### config.mk
export PLATFORM = sky130hd
export DESIGN_NAME = fn1_mul_acc_drain
export DESIGN_NICKNAME = d
export VERILOG_FILES = /design/src/rtl/fn1_mul_acc_pkg.sv /design/src/rtl/fn1_vld_track.sv /design/src/rtl/fn1_mul_acc_drain.sv
export SDC_FILE = /design/constraint.sdc
export NUM_CORES = 1
export LEC_CHECK = 0
export CAP_MARGIN = 20
export CORE_ASPECT_RATIO = 1.75
export CORE_MARGIN = 2
export CORE_UTILIZATION = 30
export DETAILED_ROUTE_END_ITERATION = 16
export GPL_TIMING_DRIVEN = 0
export HOLD_SLACK_MARGIN = 0.08
export PLACE_DENSITY = 0.63
export SLEW_MARGIN = 5
export SYNTH_ARGS = -nofsm -noshare
export SYNTH_HDL_FRONTEND = slang
export SYNTH_SLANG_ARGS = --single-unit
### constraint.sdc
create_clock -name clk -period 2.6 [get_ports clk]
set_input_delay 0.52 -clock clk [delete_from_list [all_inputs] [get_ports clk]]
set_output_delay 0.52 -clock clk [all_outputs]
set_load 0.005 [all_outputs]
### src/rtl/fn1_mul_acc_pkg.sv
// fn1 multiplier-drain accumulator: shared constants, state type, sizing.
// Optional saturation is enabled with FN1_ACC_SAT_EN.
package fn1_mul_acc_pkg;

  function automatic int acc_w_req(
    input int prod_w,
    input int acc_len
  );
    return prod_w + $clog2(acc_len);
  endfunction

  localparam int DEF_MUL_LAT = 4;
  localparam int DEF_PROD_W  = 20;
  localparam int DEF_ACC_LEN = 16;
  localparam int DEF_ACC_W   =
    acc_w_req(DEF_PROD_W, DEF_ACC_LEN);

  typedef enum logic {
    ACCUM = 1'b0,
    HOLD  = 1'b1
  } acc_state_e;

endpackage

### src/rtl/fn1_vld_track.sv
// ce-gated valid/last tracker mirroring the multiplier pipeline.
// Tail bits line up with the multiplier product output.
module fn1_vld_track
  import fn1_mul_acc_pkg::*;
#(
  parameter int DEPTH = DEF_MUL_LAT
) (
  input  logic clk,
  input  logic rst_n,
  input  logic i_ce,
  input  logic i_vld,
  input  logic i_last,
  output logic o_vld,
  output logic o_last
);

  logic [DEPTH-1:0] r_vld;
  logic [DEPTH-1:0] r_last;

  always_ff @(posedge clk or negedge rst_n) begin
    if (!rst_n) begin
      r_vld  <= '0;
      r_last <= '0;
    end else if (i_ce) begin
      r_vld  <= (r_vld << 1) | DEPTH'(i_vld);
      r_last <= (r_last << 1)
              | DEPTH'(i_vld && i_last);
    end
  end

  assign o_vld  = r_vld[DEPTH-1];
  assign o_last = r_last[DEPTH-1];

endmodule

### src/rtl/fn1_mul_acc_drain.sv
// Drains the 11x9 pipelined multiplier, sums product groups, and
// presents each sum on valid/ready. FN1_ACC_SAT_EN: saturating sums.
module fn1_mul_acc_drain
  import fn1_mul_acc_pkg::*;
#(
  parameter int MUL_LAT = DEF_MUL_LAT,
  parameter int PROD_W  = DEF_PROD_W,
  parameter int ACC_LEN = DEF_ACC_LEN,
  parameter int ACC_W   = acc_w_req(PROD_W, ACC_LEN),
  parameter int CNT_W   = $clog2(ACC_LEN + 1)
) (
  input  logic              clk,
  input  logic              reset,
  input  logic              in_valid,
  input  logic              in_last,
  output logic              in_ready,
  output logic              mul_ce,
  input  logic [PROD_W-1:0] mul_dout,
  output logic [ACC_W-1:0]  out_data,
  output logic [CNT_W-1:0]  out_cnt,
  output logic              out_valid,
  input  logic              out_ready,
  output logic              out_ovf
);

  acc_state_e r_state;
  acc_state_e w_state_nxt;

  logic [ACC_W-1:0] r_acc;
  logic [ACC_W-1:0] r_data;
  logic [CNT_W-1:0] r_cnt;
  logic [CNT_W-1:0] r_ocnt;
  logic             r_flag;
  logic             r_ovf;

  logic             w_ce;
  logic             w_vld_t;
  logic             w_last_t;
  logic             w_tail;
  logic             w_close;
  logic             w_carry;
  logic [ACC_W:0]   w_nsum;
  logic [ACC_W-1:0] w_sum;
  logic [CNT_W-1:0] w_cnt1;

  // A held, unaccepted result freezes the whole multiplier pipeline.
  assign w_ce = !(r_state == HOLD && !out_ready);

  fn1_vld_track #(
    .DEPTH (MUL_LAT)
  ) u_track (
    .clk    (clk),
    .rst_n  (reset),
    .i_ce   (w_ce),
    .i_vld  (in_valid),
    .i_last (in_last),
    .o_vld  (w_vld_t),
    .o_last (w_last_t)
  );

  assign w_tail  = w_ce && w_vld_t;
  assign w_nsum  = {1'b0, r_acc}
                 + {{(ACC_W + 1 - PROD_W){1'b0}}, mul_dout};
  assign w_carry = w_nsum[ACC_W];
  assign w_cnt1  = r_cnt + CNT_W'(1);
  assign w_close = w_tail
                && (w_cnt1 == CNT_W'(ACC_LEN) || w_last_t);

`ifdef FN1_ACC_SAT_EN
  // Once clamped, any further add carries again and stays clamped.
  assign w_sum = w_carry ? {ACC_W{1'b1}}
                         : w_nsum[ACC_W-1:0];
`else
  assign w_sum = w_nsum[ACC_W-1:0];
`endif

  always_comb begin
    w_state_nxt = r_state;
    unique case (r_state)
      ACCUM: begin
        if (w_close) w_state_nxt = HOLD;
      end
      HOLD: begin
        if (out_ready && !w_close) w_state_nxt = ACCUM;
      end
    endcase
  end

  always_ff @(posedge clk or negedge reset) begin
    if (!reset) begin
      r_state <= ACCUM;
      r_acc   <= '0;
      r_cnt   <= '0;
      r_flag  <= 1'b0;
      r_data  <= '0;
      r_ocnt  <= '0;
      r_ovf   <= 1'b0;
    end else begin
      r_state <= w_state_nxt;
      if (w_tail) begin
        if (w_close) begin
          r_data <= w_sum;
          r_ocnt <= w_cnt1;
          r_ovf  <= r_flag | w_carry;
          r_acc  <= '0;
          r_cnt  <= '0;
          r_flag <= 1'b0;
        end else begin
          r_acc  <= w_sum;
          r_cnt  <= w_cnt1;
          r_flag <= r_flag | w_carry;
        end
      end
    end
  end

  assign mul_ce    = w_ce;
  assign in_ready  = w_ce;
  assign out_valid = (r_state == HOLD);
  assign out_data  = r_data;
  assign out_cnt   = r_ocnt;
  assign out_ovf   = r_ovf;

endmodule

==> summary.md, run 1 <==
| Metric | Value |
|---|---|
| Slew Viols, Final | `0` |
| CP max FO | `4` |
| Async set-reset flop share out of synthesis | `100%` |
| Final setup TNS | `0 ps` |
| DRC Markers | `0` |
| CORE AREA | `roughly 0.012 mm^2` |
| DIE WIDTH | `88.2 um` |
| Non-Filler Instances | `about 630` |
| Min-Delay Path Class | `in -> async` |
| Antenna violations before repair | `0` |
| CP Class | `reg -> reg` |
| Share of the synthesized area in the top cell type | `approximately 46%` |
| I/O pins | `between 50 and 60` |
| Clock period minus worst slack | `approximately 2600 ps` |
| Cell accounting for the most synthesized area | `dfrtp_1` |
| Syn Nets | `between 400 and 500` |
| Crit. End Element | `flop` |
| Unrepaired setup endpoints after global routing | `true` |
| VDD IR-drop max | `around 0.47 mV` |
| ANT cells | `0` |
| Post-Synth Simple-Gate Area | `between 10% and 20%` |
| Switching Share | `39.9%` |
| Post-Place Setup Slack | `-683 ps` |
| Avg Cell Area, Syn | `approximately 9.6 um^2` |
| Cell area after synthesis | `0.00372 mm^2` |
| Antenna viol nets, final | `0` |
| DP HPWL | `roughly 7200 um` |
| Max cap viols | `0` |
| CTS H-tree depth | `3` |
| Final instance area | `around 0.005 mm^2` |
| Layout area overhead | `34.4%` |
| Vias per inst | `roughly 4.8` |
| CTS Hold Buffers Added | `0` |
| XOR/XNOR share of the synthesized area | `under 10%` |
| Final clock skew | `a little over 9 ps` |
| Global placement routability congestion | `roughly 0.88` |
| Relative slew slack | `between 60% and 70%` |
| Final Hold Viols | `0` |
| Drt total wl | `9860 um` |
| Final Cycle Share | `between 90% and 100%` |
| Post-synthesis compound-gate area fraction | `between 15 and 20%` |
| Fmax | `between 0.3 and 0.4 GHz` |
| Yosys Warn Count | `0` |
| Largest family of logic cells by synthesized area | `compound AO/OA/AOI/OAI gates` |
| Drt first pass iters | `4` |
| Sequential power share | `roughly 29%` |
| Multiplexer share of the synthesized area | `approximately 4%` |
| Comb pwr share | `between 50% and 60%` |
| Internal power | `~0.0038 W` |
| Gr usage total | `approximately 16%` |
| Leak Pwr | `approximately 2.2 nW` |
| Yosys cell types | `53` |
| Layout cells sized above 1 | `16.1%` |
| Syn Inst Count | `a little under 400` |
| Clk pwr share | `around a fifth` |
| Nets@finish | `510` |
| Most frequent cells in the layout | `nand2_1, dfrtp_1, clkdlybuf4s50_1` |
| Full die area | `~0.013 mm^2` |
| Worst-path clk slew | `around 60 ps` |
| Startpoint types | `flop` |
| Clk buf depth | `2` |
| WP data arrival | `2790 ps` |
| Slew @ Worst Pin | `approximately 580 ps` |
| Final setup margin | `about 37 ps` |
| Cts bufs inserted | `9` |
| Area after DPL | `0.00451 mm^2` |
| Synth area leaders | `dfrtp_1, nand2_1, ha_1` |
| Final setup vio count | `0` |
| # rows | `53` |
| Ys flop type | `dfrtp_1` |
| Routed length per instance | `15.6 um` |
| Via count | `3057` |
| Initial Util | `slightly above 30%` |
| Net Switching | `between 0.002 and 0.003 W` |
| Status | `completed` |
| Global-route congestion overflow total | `0` |
| Clock sink total | `69` |
| Required time worst endpoint | `about 2800 ps` |
| Initial DRC count | `about 160` |
| Most common cell after layout, fill and taps aside | `nand2_1` |
| Adder-cell share of the synthesized area | `roughly 7.9%` |
| Vias in the first global route | `around 3200` |
| Count of state elements after synthesis | `69` |
| Die Ht | `between 150 and 200 um` |
| PD cells | `1280 mW/mm^2` |
| Sequential share of the synthesized area | `~46%` |
| CTS tree | `built` |
| Smallest hold slack | `around 130 ps` |
| Clock Latency Late Sink | `340 ps` |
| Clock Tree Root | `clkbuf_16` |
| Buffers on Ports | `between 50 and 60` |
| Placed insts | `610` |
| EDFF count, synth | `0` |
| First-pass GRT wire length | `16100 um` |
| Largest net degree at the start of global routing | `38` |
flip-flops by register name, summed over array words and instances, names as in the netlist:
| register | cells |
|---|---|
| r_flag | 1 |
| out_data | 24 |
| out_valid | 1 |
| out_ovf | 1 |
| r_acc | 24 |
| out_cnt | 5 |
| u_track.r_vld | 4 |
| r_cnt | 5 |
| u_track.r_last | 4 |
logic make-up after synthesis:
logic type                 count (synthesis)
buffers and inverters                     19
and+or+nand+nor                          137
adders and majority gates                 23
xor gates and xnor gates                  24
DFF                                       69
AOI/OAI and AO/OA                        102
muxes                                     13
through the flow:
step / utilization [%] / total power [W]
floorplan: - / 0.00376
global placement: 37.3 / 0.00481
detailed placement: 37.4 / 0.00491
CTS: 40.4 / 0.00626
global route: 41.4 / 0.00687
finish: 41.4 / 0.00638
layout make-up:
cell class              instances  area [um^2]
plain buffers                  13         63.8
clock buffers                  11          243
clock inverters                 5         60.1
fillers                      1235         7070
inverters                       5         18.8
multi-input cells             299         2040
flip-flops and latches         69         1730
well taps                     165          206
repair buffers                 65          643
cells in the mapped netlist (2+ instances only):
library cell,n
nand2_1,86
dfrtp_1,69
o21ai_0,40
ha_1,22
a21oi_1,17
nor2_1,15
xnor2_1,13
xor2_1,11
clkbuf_1,9
mux2_2,9
nand3_1,9
a31oi_1,8
a22o_1,6
nand2b_1,6
o31ai_1,6
and3_1,5
inv_1,5
a21o_1,4
and2_1,3
buf_2,3
mux2i_1,3
nor3_1,3
a21oi_2,2
a31o_2,2
nand4_1,2
or2_2,2
worst paths after layout:
kind | from | endpoint | slack [ps] | cells past startpoint
worst max-delay path | r_acc[0] | out_data[18] | 40 | 9
worst min-delay path | reset | r_acc[5] | 130 | 1
worst max register to register | r_acc[0] | out_data[18] | 40 | 9
worst min register to register | out_data[5] | out_data[5] | 480 | 2
max in group asynchronous | reset | r_acc[23] | 1920 | 2
min in group clk | out_data[5] | out_data[5] | 480 | 2
metal layers:
metal	vias to the layer above	global-route usage, %	routed length (um)
li1	1519	-	-
met1	1469	18.0	4040
met2	55	28.6	5380
met3	14	2.29	224
met4	0	6.36	212
met5	-	0	0
critical path: stages (launching register included):
cell and delay (ps):
dfrtp_1 400, ha_4 180, fa_2 400, a21oi_2 200, o21ai_2 110, a211oi_4 290, o21ai_4 120, a311oi_2 360
xnor2_2 130, mux2_4 260
power by group through the flow:
stage	Sequential, W	Combinational, W	Clock, W
3_3_place_gp	0.00185	0.00296	0
2_1_floorplan	0.00181	0.00195	0
6_report	0.00187	0.00328	0.00124
5_1_grt	0.00193	0.00362	0.00132
4_1_cts	0.00186	0.00314	0.00126
3_5_place_dp	0.00187	0.00305	0
repair_timing:
| item | in CTS | in global routing |
|---|---|---|
| buffers inserted | 2 | 5 |
| endpoints found under the hold margin | 0 | 0 |
| resized for setup | 11 | 27 |
| endpoints found under the setup margin | 17 | 39 |
| pin swaps | 4 | 7 |
No activity file was read; power rests on OpenSTA's default activity.
==> run 2: changes to the inputs <==
- CORE_MARGIN: 2 -> unset
- TNS_END_PERCENT: unset -> 100
==> run 2 against run 1 <==
Compared with the run above:
- routed wire length is 3.0% higher
- sequential share of layout area is 0.50 points lower
- largest cell class unchanged
- clock skew is 2.4 ps lower
==> summary.md, run 2 (synthesis gave the netlist of run 1 again) <==
| Metric | Value |
|---|---|
| Routed length per instance | `16.0 um (+2.5%)` |
| FF+latch area | `0.00173 mm^2 (unchanged)` |
| Final instance area | `0.00507 mm^2 (+1.5%)` |
| Final Hold Viols | `0 (unchanged)` |
| Most common cell after layout, fill and taps aside | `nand2_1` |
| Startpoint types | `input pin` |
| Layout cells sized above 1 | `16.0% (-0.10 points)` |
| Layout area overhead | `36.4%` |
| Via count | `3129 (+2.4%)` |
| Nets@finish | `513 (+0.59%)` |
| Worst-path clk slew | `50 ps (about the same)` |
| Initial DRC count | `124 (-23%)` |
| Cts bufs inserted | `9 (unchanged)` |
| Required time worst endpoint | `2820 ps (about the same)` |
| Global placement routability congestion | `0.891 (+1.3%)` |
| Status | `completed` |
| Drt total wl | `10100 um (+3.0%)` |
| Min-Delay Path Class | `reg -> reg` |
| Buffers on Ports | `57 (unchanged)` |
| Clock Tree Root | `clkbuf_16` |
| CP max FO | `6 (+2)` |
| CTS H-tree depth | `3 (unchanged)` |
| DIE WIDTH | `86.2 um (-2.3%)` |
| Die Ht | `149 um (-1.3%)` |
| First-pass GRT wire length | `16200 um (+0.12%)` |
| Clock period minus worst slack | `2560 ps (-0.395 ps)` |
| Relative slew slack | `57.5% (-4.0 points)` |
| CORE AREA | `0.0121 mm^2 (unchanged)` |
| Initial Util | `30.8% (unchanged)` |
| Unrepaired setup endpoints after global routing | `true` |
| Area of the multi-input gates | `0.00206 mm^2 (+0.98%)` |
| CTS tree | `built` |
| Fin util | `42.0% (+0.61 points)` |
| ANT cells | `0 (unchanged)` |
| Final clock skew | `6.73 ps (-2.38 ps)` |
| Fmax | `0.390 GHz (about the same)` |
| Final setup vio count | `0 (unchanged)` |
| I/O pins | `58 (unchanged)` |
| WP data arrival | `2780 ps (about the same)` |
| Drt first pass iters | `4 (unchanged)` |
| Leak Pwr | `2.22 nW (+1.7%)` |
| Max cap viols | `0 (unchanged)` |
| Vias in the first global route | `3228 (+0.28%)` |
| Clock sink total | `69 (unchanged)` |
| Area after DPL | `0.00452 mm^2 (+0.17%)` |
| DRC Markers | `0 (unchanged)` |
| Gr usage total | `16.7% (+0.97 points)` |
| Most frequent cells in the layout | `nand2_1, dfrtp_1, clkdlybuf4s50_1` |
| Antenna violations before repair | `0 (unchanged)` |
| # rows | `53 (unchanged)` |
| Clk buf depth | `2 (unchanged)` |
| DP HPWL | `7250 um (+0.66%)` |
| Slew @ Worst Pin | `637 ps (+59.6 ps)` |
| CP Class | `in -> reg` |
| Vias per inst | `4.93 (+1.9%)` |
| PD cells | `1290 mW/mm^2 (+1.4%)` |
| Slew Viols, Final | `0 (unchanged)` |
| Crit. End Element | `flop` |
| Full die area | `0.0129 mm^2 (-3.6%)` |
| Clock Latency Late Sink | `340 ps (about the same)` |
| Filler cells | `1228 (-0.57%)` |
| Antenna viol nets, final | `0 (unchanged)` |
| Global-route congestion overflow total | `0 (unchanged)` |
| VDD IR-drop max | `0.438 mV (-6.5%)` |
| Largest net degree at the start of global routing | `54 (+42%)` |
| Final Cycle Share | `98.6% (about the same)` |
-- run 2: per-layer routing --
layer  global-route usage, %  share of wire [%]  vias to the layer above
li1                        -                  -                     1521
met1                    18.0                 38                     1514
met2                    30.3                 54                       69
met3                    2.88                3.4                       25
met4                    9.58                4.0                        0
met5                       0                  0                        -
-- run 2: repair_timing --
action | CTS | global route
hold endpoints to repair | 16 | 0
buffers inserted | 5 | 3
hold buffers | 1 | 0
resized for setup | 16 | 26
pin swaps | 10 | 5
setup endpoints to repair | 25 | 29
cloned | 0 | 0
-- run 2: final cells by class --
class | instances | area share [%]
Inverter | 5 | 0.370
Multi-Input combinational cell | 299 | 40.6
Timing Repair Buffer | 67 | 13.2
Clock inverter | 3 | 1.33
Tap cell | 165 | 4.07
Buffer | 14 | 1.33
Clock buffer | 13 | 5.13
Sequential cell | 69 | 34.0
-- run 2: report_power, final --
| group | total, W | internal [W] | switching (W) | leakage (nW) |
|---|---|---|---|---|
| Clock | 0.00135 | 0.000893 | 0.000462 | 0.156 |
| Combinational | 0.00335 | 0.00154 | 0.00181 | 1.19 |
| Sequential | 0.00186 | 0.00154 | 0.000319 | 0.870 |
-- run 2: worst max-delay path, cell delays in order --
cell             delay [ps]
clkdlybuf4s50_1         420
ha_1                    360
a21oi_2                 200
o21ai_2                 120
a211oi_4                290
o21ai_4                 130
a311oi_2                300
xnor2_1                 150
mux2_4                  270
-- run 2: final timing paths --
check	slack [ps]	from	to	depth (start not counted)
hold / removal	480	out_data[5]	out_data[5]	2
setup reg to reg	70	r_acc[0]	out_data[18]	9
hold reg to reg	480	out_data[5]	out_data[5]	2
setup / recovery	40	mul_dout[2]	out_data[18]	9
max in group asynchronous	1450	reset	out_cnt[4]	3
min in group asynchronous	600	reset	r_acc[18]	2
-- run 2: metrics by stage --
step	cells	power [W]	hold WS (ps)	TNS [ps]	worst slack, ps
after global routing	635	0.00703	500	-75.6	-26.6
after CTS	632	0.00645	485	0	5.89
after floorplan	387	0.00376	224	0	36.5
final	635	0.00656	476	0	37.5
after global placement	609	0.00481	456	-110310	-1400
after detailed placement	610	0.00492	417	-14600	-654
==> run 3: changes to the inputs <==
- CTS_BUF_LIST: unset -> sky130_fd_sc_hd__clkbuf_4 sky130_fd_sc_hd__clkbuf_8
==> run 3 against run 2 <==
Compared with the run above:
- fmax is 0.19% higher
- critical endpoint unchanged
- count of clock-buffer cells in the layout unchanged
- clock skew is 6.7 ps higher
- core utilization is 1.6 points lower
- die area is the same
- cell count fell by 0.94%
- first-iteration DRC count decreased by 6.5%
- sequential cell count unchanged
==> summary.md, run 3 (synthesis gave the netlist of run 1 again) <==
| Metric | Value |
|---|---|
| CP max FO | `6 (unchanged)` |
| Required time worst endpoint | `2840 ps (+20 ps)` |
| Worst-path clk slew | `70 ps (+20 ps)` |
| Clock Latency Late Sink | `360 ps (+20 ps)` |
| Filler cells | `1252 (+2.0%)` |
| CP Class | `in -> reg` |
| Final Hold Viols | `0 (unchanged)` |
| FF+latch area | `0.00173 mm^2 (unchanged)` |
| Layout cells sized above 1 | `14.4% (-1.5 points)` |
| Final setup vio count | `0 (unchanged)` |
| Global-route congestion overflow total | `0 (unchanged)` |
| WP data arrival | `2800 ps (+20 ps)` |
| Clock Tree Root | `clkbuf_8` |
| Final clock skew | `13.5 ps (+6.74 ps)` |
| Most frequent cells in the layout | `nand2_1, dfrtp_1, clkdlybuf4s50_1` |
| Status | `completed` |
| Slew Viols, Final | `0 (unchanged)` |
| Grt met3 use | `2.43% (-0.44 points)` |
| Vias in the first global route | `3214 (-0.43%)` |
| Routed length per instance | `15.7 um (-1.5%)` |
| Smallest hold slack | `479 ps (+3.07 ps)` |
| CTS tree | `built` |
| Drt total wl | `9900 um (-2.5%)` |
| Relative slew slack | `56.7% (-0.77 points)` |
| Layout area overhead | `31.1%` |
| Antenna violations before repair | `0 (unchanged)` |
| Leak Pwr | `2.13 nW (-4.2%)` |
| Full die area | `0.0129 mm^2 (unchanged)` |
| Vias per inst | `4.90 (-0.47%)` |
| PD cells | `1250 mW/mm^2 (-3.5%)` |
| Die Ht | `149 um (unchanged)` |
| Buffers on Ports | `57 (unchanged)` |
| Final instance area | `0.00488 mm^2 (-3.8%)` |
| ANT cells | `0 (unchanged)` |
| Clock period minus worst slack | `2560 ps (-4.96 ps)` |
| DRC Markers | `0 (unchanged)` |
| CTS H-tree depth | `3 (unchanged)` |
| Nets@finish | `507 (-1.2%)` |
| DP HPWL | `7250 um (unchanged)` |
| Met2 Track Usage GR | `29.8% (-0.44 points)` |
| Most common cell after layout, fill and taps aside | `nand2_1` |
| Via count | `3085 (-1.4%)` |
| Max cap viols | `0 (unchanged)` |
| Final Cycle Share | `98.4% (-0.19 points)` |
| Cts bufs inserted | `9 (unchanged)` |
| Slew @ Worst Pin | `649 ps (+11.6 ps)` |
| Most used routing layer | `met2` |
| Largest net degree at the start of global routing | `54 (unchanged)` |
| Area of the multi-input gates | `0.00201 mm^2 (-2.6%)` |
| Gr usage total | `16.4% (-0.37 points)` |
| Clock sink total | `69 (unchanged)` |
| Startpoint types | `input pin` |
| First-pass GRT wire length | `15900 um (-1.4%)` |
| Global placement routability congestion | `0.891 (unchanged)` |
| Area after DPL | `0.00452 mm^2 (unchanged)` |
| Initial Util | `30.8% (unchanged)` |
| VDD IR-drop max | `0.410 mV (-6.3%)` |
| Clk buf depth | `2 (unchanged)` |
| DIE WIDTH | `86.2 um (unchanged)` |
| Crit. End Element | `flop` |
| I/O pins | `58 (unchanged)` |
| Drt first pass iters | `4 (unchanged)` |
| CORE AREA | `0.0121 mm^2 (unchanged)` |
| # rows | `53 (unchanged)` |
| Antenna viol nets, final | `0 (unchanged)` |
| Fmax | `0.391 GHz (+0.19%)` |
| Initial DRC count | `116 (-6.5%)` |
| GR Util met1 | `17.4% (-0.58 points)` |
| Unrepaired setup endpoints after global routing | `true` |
| Min-Delay Path Class | `reg -> reg` |
-- run 3: cell count changes in the layout (fill, tap and decap cells not counted), moves of 2 or more --
| cell | delta |
|---|---|
| buf_4 | -6 |
| dlymetal6s2s_1 | -2 |
| clkbuf_1 | -2 |
| clkbuf_16 | -9 |
| clkbuf_8 | +9 |
| clkdlybuf4s50_1 | +3 |
| nor2_1 | +2 |
| clkbuf_4 | +2 |
-- run 3: worst paths after layout --
check                                        end  depth (start not counted)          from  slack [ps]
worst max-delay path                out_data[18]                          9  mul_dout[11]          40
worst min-delay path                 out_data[5]                          2   out_data[5]         480
worst max register to register      out_data[18]                          9      r_acc[0]          80
worst min register to register       out_data[5]                          2   out_data[5]         480
max in group asynchronous       u_track.r_vld[2]                          3         reset        1480
min in group asynchronous              r_acc[18]                          2         reset         580
-- run 3: layout make-up --
cell class / count / share of cell area [%]
Buffer: 14 / 1.38
Clock buffer: 13 / 3.41
Clock inverter: 3 / 1.38
Inverter: 5 / 0.385
Multi-Input combinational cell: 299 / 41.1
Sequential cell: 69 / 35.4
Tap cell: 165 / 4.23
Timing Repair Buffer: 61 / 12.7
-- run 3: repair_timing --
item	CTS	global route
hold endpoints to repair	16	0
endpoints found under the setup margin	26	27
cloned	0	0
hold buffers	1	0
setup buffers	1	1
gates resized for setup	11	20
pin swaps	2	3
-- run 3: report_power, final --
| part | internal (W) | switching, W | total (W) | leakage, nW |
|---|---|---|---|---|
| logic | 0.00146 | 0.00175 | 0.00321 | 1.14 |
| clock network | 0.000615 | 0.000418 | 0.00103 | 0.117 |
| registers | 0.00154 | 0.000310 | 0.00185 | 0.870 |
-- run 3: metrics by stage --
stage          total power (W)  setup TNS (ps)  cells  worst slack, ps  utilization [%]
2_1_floorplan          0.00376               0    387             36.5                -
3_3_place_gp           0.00481         -110310    609            -1400             37.3
3_5_place_dp           0.00492          -14600    610             -654             37.5
4_1_cts                0.00605               0    628             21.9             39.8
5_1_grt                0.00655           -85.1    629            -21.9             40.4
6_report               0.00609               0    629             42.5             40.4
-- run 3: per-layer routing --
layer | share of wire [%] | wire (um) | vias to the layer above
li1 | - | - | 1504
met1 | 39 | 3830 | 1482
met2 | 54 | 5310 | 80
met3 | 4.1 | 401 | 19
met4 | 3.7 | 367 | 0
met5 | 0 | 0 | -
-- run 3: critical path, stage by stage --
cell and delay, ps:
clkdlybuf4s50_1 500, ha_2 330, a211oi_4 270, a21oi_2 150, a21oi_2 220, o21ai_4 130
a311oi_2 280, xnor2_1 140, mux2_4 270
